### src/rtl/mu0_mem_router.sv
// mu0_mem_router
// ---------------------------------------------------------------------------
// Address-decoding router between the MU0 datapath memory port and two
// responders: main RAM (Address < IO_BASE) and the memory-mapped I/O block
// (Address >= IO_BASE). One transaction is in flight at a time.
//
// Handshake: a select (RamSel/IoSel) is a level request. It rises the cycle
// after the processor request is sampled in IDLE and stays high until the
// first rising edge at which the matching Ack is high; read data is taken
// from that target on that same edge. If TIMEOUT+1 wait cycles pass without
// an Ack, the select is dropped and the transaction ends with Done and Err.
//
// Ports
//   Clk, Reset       clock (rising edge), asynchronous active-low reset
//   Address, WrData  processor request address / write data
//   Rd, Wr           processor request strobes, sampled only in IDLE
//   RdData           read result, held until the next successful read
//   Busy, Done, Err  status: in flight, one-cycle completion, error pulse
//   MemAddr, MemWrData, MemWr   latched request, shared by both targets
//   RamSel, IoSel    level requests to RAM / I/O
//   RamRdData, RamAck, IoRdData, IoAck   responder returns
//   DbgState         current FSM state (0 IDLE, 1 WAIT, 2 DONE)
// ---------------------------------------------------------------------------
module mu0_mem_router #(
   parameter int                ADDR_W  = 12,
   parameter int                DATA_W  = 16,
   parameter logic [ADDR_W-1:0] IO_BASE = 12'hF00,
   parameter int                TIMEOUT = 15
) (
   input  logic              Clk,
   input  logic              Reset,
   input  logic [ADDR_W-1:0] Address,
   input  logic [DATA_W-1:0] WrData,
   input  logic              Rd,
   input  logic              Wr,
   output logic [DATA_W-1:0] RdData,
   output logic              Busy,
   output logic              Done,
   output logic              Err,
   output logic [ADDR_W-1:0] MemAddr,
   output logic [DATA_W-1:0] MemWrData,
   output logic              MemWr,
   output logic              RamSel,
   output logic              IoSel,
   input  logic [DATA_W-1:0] RamRdData,
   input  logic              RamAck,
   input  logic [DATA_W-1:0] IoRdData,
   input  logic              IoAck,
   output logic [1:0]        DbgState
);

   localparam logic [1:0] ST_IDLE = 2'd0;
   localparam logic [1:0] ST_WAIT = 2'd1;
   localparam logic [1:0] ST_DONE = 2'd2;

   localparam logic [7:0] TMO = 8'(TIMEOUT);

   logic [1:0]        state_q, state_d;
   logic [7:0]        cnt_q, cnt_d;
   logic [DATA_W-1:0] rd_data_q, rd_data_d;
   logic [ADDR_W-1:0] addr_q, addr_d;
   logic [DATA_W-1:0] wr_data_q, wr_data_d;
   logic              wr_q, wr_d;
   logic              ram_sel_q, ram_sel_d;
   logic              io_sel_q, io_sel_d;
   logic              err_q, err_d;
   logic              ack_hit;

   // Only the Ack of the currently selected target counts; exactly one
   // select is high throughout WAIT.
   assign ack_hit = (ram_sel_q & RamAck) | (io_sel_q & IoAck);

   always_comb begin
      state_d   = state_q;
      cnt_d     = cnt_q;
      rd_data_d = rd_data_q;
      addr_d    = addr_q;
      wr_data_d = wr_data_q;
      wr_d      = wr_q;
      ram_sel_d = ram_sel_q;
      io_sel_d  = io_sel_q;
      err_d     = 1'b0;
      case (state_q)
         ST_IDLE: begin
            if (Rd && Wr) begin
               err_d = 1'b1;
            end else if (Rd || Wr) begin
               addr_d    = Address;
               wr_data_d = WrData;
               wr_d      = Wr;
               cnt_d     = 8'd0;
               if (Address >= IO_BASE) io_sel_d  = 1'b1;
               else                    ram_sel_d = 1'b1;
               state_d = ST_WAIT;
            end
         end
         ST_WAIT: begin
            // Ack is checked before the timeout so a response on the
            // final permitted cycle still completes successfully.
            if (ack_hit) begin
               if (!wr_q) rd_data_d = io_sel_q ? IoRdData : RamRdData;
               ram_sel_d = 1'b0;
               io_sel_d  = 1'b0;
               state_d   = ST_DONE;
            end else if (cnt_q == TMO) begin
               ram_sel_d = 1'b0;
               io_sel_d  = 1'b0;
               err_d     = 1'b1;
               state_d   = ST_DONE;
            end else begin
               cnt_d = cnt_q + 8'd1;
            end
         end
         ST_DONE: begin
            state_d = ST_IDLE;
         end
         default: begin
            ram_sel_d = 1'b0;
            io_sel_d  = 1'b0;
            state_d   = ST_IDLE;
         end
      endcase
   end

   always_ff @(posedge Clk or negedge Reset) begin
      if (!Reset) begin
         state_q   <= ST_IDLE;
         cnt_q     <= 8'd0;
         rd_data_q <= '0;
         addr_q    <= '0;
         wr_data_q <= '0;
         wr_q      <= 1'b0;
         ram_sel_q <= 1'b0;
         io_sel_q  <= 1'b0;
         err_q     <= 1'b0;
      end else begin
         state_q   <= state_d;
         cnt_q     <= cnt_d;
         rd_data_q <= rd_data_d;
         addr_q    <= addr_d;
         wr_data_q <= wr_data_d;
         wr_q      <= wr_d;
         ram_sel_q <= ram_sel_d;
         io_sel_q  <= io_sel_d;
         err_q     <= err_d;
      end
   end

   assign RdData    = rd_data_q;
   assign MemAddr   = addr_q;
   assign MemWrData = wr_data_q;
   assign MemWr     = wr_q;
   assign RamSel    = ram_sel_q;
   assign IoSel     = io_sel_q;
   assign Err       = err_q;
   assign Busy      = (state_q != ST_IDLE);
   assign Done      = (state_q == ST_DONE);
   assign DbgState  = state_q;

endmodule

### config.mk
export PLATFORM = sky130hd
export DESIGN_NAME = mu0_mem_router
export DESIGN_NICKNAME = d
export VERILOG_FILES = /design/src/rtl/mu0_mem_router.sv
export SDC_FILE = /design/constraint.sdc
export NUM_CORES = 1
export LEC_CHECK = 0
export CORE_MARGIN = 2
export CORE_UTILIZATION = 28
export CTS_CLUSTER_DIAMETER = 50
export DETAILED_ROUTE_END_ITERATION = 10
export GPL_TIMING_DRIVEN = 0
export PLACE_DENSITY = 0.66
export SYNTH_ARGS = -nofsm -noshare
export SYNTH_HDL_FRONTEND = slang
export SYNTH_SLANG_ARGS = --single-unit
### constraint.sdc
create_clock -name Clk -period 2.3 [get_ports Clk]
set_input_delay 0.575 -clock Clk [delete_from_list [all_inputs] [get_ports Clk]]
set_output_delay 0.575 -clock Clk [all_outputs]
set_load 0.02 [all_outputs]
# After elaboration in Yosys (flattened, before gate mapping)

Index checks and enable logic that the tools add are counted.

Output and inout bits: 52
Bits in registers: 58
Input bits: 66
Logic and storage cells: 63

$add $sub $neg: 1
Equality and inequality tests: 10
Muxes and demuxes: 25
Magnitude comparators: 1
Reductions and logical operators: 11
Bitwise logic cells: 6

Operator list:

| kind                                                 | number |
|---|---|
| two-way mux 8 bit                                    | 4 |
| two-way mux 16 bit                                   | 1 |
| case mux 8 bit (2 select lines)                      | 1 |
| AND reduction 5 bit                                  | 3 |
| >= comparator 12 bit (second input constant)         | 1 |
| inequality test 2 bit (second input constant)        | 6 |
| two-way mux 1 bit                                    | 11 |
| AND reduction 3 bit                                  | 3 |
| adder 8 x 1 -> 8 bit (second input constant)         | 1 |
| equality test 8 x 4 -> 1 bit (second input constant) | 1 |
| two-way mux 2 bit                                    | 4 |
| case mux 1 bit (3 select lines)                      | 2 |
| case mux 2 bit (2 select lines)                      | 1 |
| nonzero test 2 bit                                   | 2 |
| inequality test 3 bit (second input constant)        | 1 |
| inverter 1 bit                                       | 3 |
| bitwise AND 1 bit                                    | 2 |
| equality test 2 x 1 -> 1 bit (second input constant) | 1 |
| equality test 2 bit (second input constant)          | 1 |
| logical NOT 2 bit                                    | 1 |
| case mux 1 bit (2 select lines)                      | 1 |
| logical AND 1 bit                                    | 1 |
| logical OR 1 bit                                     | 1 |
| OR 1 bit                                             | 1 |

# Logic depth before layout (Yosys ltp)

Depth in word-level cells: 5
Depth in mapped cells: 6
Mapped depth without buffers: 5

# Least setup slack after synthesis

Ideal clock, no wire load.

Path kind: register -> register
From: register cnt_q[0]
To: register cnt_q[5]
Clock period less this slack: 1.750 ns
Library setup time: 0.069 ns
Required time: 2.231 ns
Setup slack: 0.550 ns
Cell stages (with the launch flop): 7
Arrival time: 1.682 ns
Path through: dfrtp_1 ha_1 and3_4 buf_6 a211oi_4 or3b_1 nand3_1

Cells in the longest elaborated chain, start to end: 4

Ends and longest elaborated chain:

| what                            | RTL line | source |
|---|---|---|
| from (decl)                     | 59       | `logic [7:0] cnt_q, cnt_d;` |
| from (signal assigned)          | 138      | `cnt_q <= cnt_d;` |
| adder 8 x 1 -> 8 bit            | 111      | `cnt_d = cnt_q + 8'd1;` |
| two-way mux 8 bit               | 105      | `end else if (cnt_q == TMO) begin` |
| two-way mux 8 bit               | 100      | `if (ack_hit) begin` |
| case mux 8 bit (2 select lines) | 83       | `case (state_q)` |

Parallel ways exist; a longest one is shown, timed or not. The select of a mux whose other input is x is not followed.
A chain may end at the register's enable or synchronous reset.

# Worst setup path after layout

From: register state_q[0] (netlist: DbgState[0])
To: output Busy

Cells in the longest elaborated chain, start to end: 1

Ends and longest elaborated chain:

| what                   | RTL line | source |
|---|---|---|
| from (decl)            | 58       | `logic [1:0] state_q, state_d;` |
| from (signal assigned) | 137      | `state_q <= state_d;` |
| nonzero test 2 bit     | 156      | `assign Busy = (state_q != ST_IDLE);` |
| to (decl)              | 37       | `output logic Busy,` |

Every way passes these cells.

==> impl_metrics.tcl <==
set metrics [dict create \
    status "finished, final reports clean" \
    cp_num_cells 3 \
    first_iter_violations 53 \
    core-area_um2 8720 \
    rsz0062_at_grt "false" \
    synth_nets 270 \
    ys_types 38 \
    routed_via_density 4.55 \
    grt_pass1_wl_mm 10.5 \
    setup_violations 0 \
    htreeDepth 3 \
    pin_count 118 \
    skew_ns 0.00670 \
    yosys_register_bits 58 \
    post-route-util_pct 46.6 \
    synth.avg_cell_area_um2 12.4 \
    first_global_vias 2081 \
    synth_top_area_share_pct 57.5 \
    ys_top_cells_by_area "dfrtp_1 58%, mux2_1 13%, mux2i_1 6.3%" \
    row_count 34 \
    crit_required_ns 1.73 \
    cellPowerDensity_nw_per_um2 537 \
    hold_viol_final 0 \
    gr-max-usage-layer "met2" \
    route.detailed.drc 0 \
    fmax_mhz 456 \
    cp_num_buf_inv 2 \
    worst_setup_path_end_kind "primary output" \
    antennaDiodeCount 0 \
    postCtsSetupBuffers 0 \
    die_x_um 98.9 \
    endpoint "Busy" \
    nets 399 \
    setup_tns_ns 0 \
    r2r-start "cnt_q[0]$_DFFE_PN0P_" \
    crit_fanout 6 \
    overflow 0 \
    avgRoutedWirePerCell_um 14.4 \
    arrival_ns 1.62 \
    hold_buffers 0 \
    drive_gt1_share_pct 8.31 \
    min_path_type "in2async" \
    clockBufferDepth 2 \
    grt_use_met1_pct 18.3 \
    crit_start "DbgState[0]$_DFFE_PN0P_" \
    grt_max_degree 34 \
    synthCells 203 \
    period_needed_ns 2.20 \
    cp_slowest_cell "clkdlybuf4s50_1" \
    crit_chain "nor2_4 -> inv_1 -> clkdlybuf4s50_1" \
    tightest_slew_ns 0.713 \
    gp_congestion 0.781 \
    antenna_found_initial 0 \
    synth_area_um2 2520 \
    numPortBuffers 117 \
    r2r-end "cnt_q[5]$_DFFE_PN0P_" \
    grt_usage_pct 13.5 \
    initial_core_util_pct 28.9 \
    die-area_um2 9790 \
    cts_root_buf "clkbuf_8" \
    vias 2024 \
    cts_tree "yes" \
    crit_path_max_incr_delay_ns 0.54 \
    slew_viol_final 0 \
    p_leak_nw 1.77 \
    wirelength_mm 6.41 \
    synth_largest_area_cell "dfrtp_1" \
    drtAntennaViolNets 0 \
    ys_warn_count 0 \
    numCtsBuffers 9 \
    start_kind "flop" \
    cts.reportedPaths.clkPinSlew_ns 0.07 \
    critical_path_class "reg2out" \
    fin_total_pwr_w 0.00218 \
    grt_util_met3_pct 4.33 \
    clkLatencyLatePin_ns 0.33 \
    die_h_um 98.9 \
    rr_worst_depth 6 \
    cp_top_family "buffers and inverters" \
    finalCritPeriodShare_pct 95.4 \
    yosysSeqAreaShare_pct 57.5 \
    relSlewSlack_pct 52.5 \
    first_pass_iters 4 \
    clkSinkCount 58 \
    dp_hpwl_mm 4.88 \
    ir_worst_vdd_v 0.000223 \
    drv_cap 0 \
    r2r_setup_slack_ns 0.39 \
    globalRouteMet2Util_pct 20.2 \
    area_growth_pct 61.0 \
]
## worst register-to-register path: cells and delay by family, from the launching register on
kind                     cells  cell delay (ns)
adder cells (fa/ha/maj)      1             0.24
flip-flops                   1             0.41
AND/OR/NAND/NOR              3             0.65
AO/OA/AOI/OAI                1             0.42
buffers and inverters        1             0.13
## cell usage in the layout, fill, tap and decap left out, types with 2 or more instances in the layout
| cell | count |
|---|---|
| clkdlybuf4s50_1 | 116 |
| dfrtp_1 | 58 |
| mux2_1 | 29 |
| nand2_1 | 25 |
| mux2i_1 | 16 |
| o21ai_1 | 15 |
| clkbuf_8 | 9 |
| nand3_1 | 6 |
| buf_2 | 5 |
| clkbuf_1 | 5 |
| nor2_1 | 4 |
| a21oi_1 | 4 |
| o21ai_0 | 4 |
| inv_1 | 3 |
| nor2b_1 | 2 |
| nand2b_1 | 2 |
| o2bb2ai_1 | 2 |
| and3_1 | 2 |
| a31oi_1 | 2 |
| clkinv_2 | 2 |
| bufinv_16 | 2 |
## what timing repair did
item	CTS	global route
endpoints found under the setup margin	1	1
endpoints found under the hold margin	0	0
resized for setup	1	1
## worst min-delay path by stage
stage / end / slack, ns / depth (start not counted)
floorplan: DbgState[0]$_DFFE_PN0P_ / 0.28 / 0
global placement: RdData[6]$_DFFE_PN0P_ / 0.47 / 2
detailed placement: RdData[12]$_DFFE_PN0P_ / 0.48 / 2
CTS: RdData[8]$_DFFE_PN0P_ / 0.27 / 1
global route: RdData[8]$_DFFE_PN0P_ / 0.29 / 1
finish: RdData[8]$_DFFE_PN0P_ / 0.26 / 1
## metal layers
metal	vias up	part of all wire, %
met5	-	0
met4	0	1.1
met3	7	8.5
met2	81	45
met1	946	45
li1	990	-
## stage by stage
stage               instance area (um^2)  worst slack (ns)  hold WS [ns]  std cells
floorplan                           2520             0.550         0.279        203
global placement                    3830             -1.28         0.467        428
detailed placement                  3840           -0.0559         0.475        429
CTS                                 4060          0.000631         0.274        445
global route                        4060            0.0269         0.293        445
finish                              4060             0.105         0.260        445
## cell type report
| type | count | area [um^2] |
|---|---|---|
| buffer | 10 | 53.8 |
| clock buffer | 11 | 131 |
| clock inverter | 5 | 78.8 |
| fill | 820 | 4660 |
| inverter | 3 | 11.3 |
| multi-input combinational | 132 | 1010 |
| sequential | 58 | 1450 |
| tap | 108 | 135 |
| timing repair buffer | 118 | 1190 |
## logic make-up after synthesis
kind of cell | after synthesis | synth area share, %
AND/OR/NAND/NOR | 48 | 9.57
XOR/XNOR | 1 | 0.347
buffers and inverters | 13 | 2.58
adder cells (fa/ha/maj) | 1 | 0.496
flip-flops | 58 | 57.5
multiplexers | 45 | 19.3
AO/OA/AOI/OAI | 37 | 10.2
## cell usage after synthesis
cell / count
buf_2: 4
nand4_1: 1
a22o_4: 1
nand2b_1: 2
a31oi_1: 2
o41ai_1: 1
o31ai_1: 1
a41oi_1: 1
buf_4: 1
o21ai_1: 15
dfrtp_1: 58
nor2b_1: 2
xor2_1: 1
a211oi_4: 1
nand3_1: 6
or3b_1: 1
ha_1: 1
o21ai_0: 4
nand3b_1: 1
a21oi_1: 4
and3_1: 2
nor4_4: 1
o32ai_1: 1
a31o_1: 1
buf_6: 1
inv_1: 3
nand2_1: 25
a2bb2oi_2: 1
o211ai_1: 1
mux2_1: 29
o2bb2ai_1: 2
nor2_1: 5
a32o_1: 1
and2_1: 1
and3_4: 1
mux2i_1: 16
clkbuf_1: 3
buf_1: 1
## sequential cells by signal (all words and copies together) (netlist names)
register / flops
MemWrData: 16
RdData: 16
Err: 1
IoSel: 1
MemWr: 1
RamSel: 1
DbgState: 2
cnt_q: 8
MemAddr: 12
## power by group
group | internal [W] | switching, W | total (W) | leakage [nW]
combinational | 0.000104 | 0.0000435 | 0.000148 | 0.875
sequential | 0.00102 | 0 | 0.00102 | 0.790
clock | 0.000609 | 0.000406 | 0.00101 | 0.107
total | 0.00173 | 0.000449 | 0.00218 | 1.77
Power figures use the tool's default switching activity.
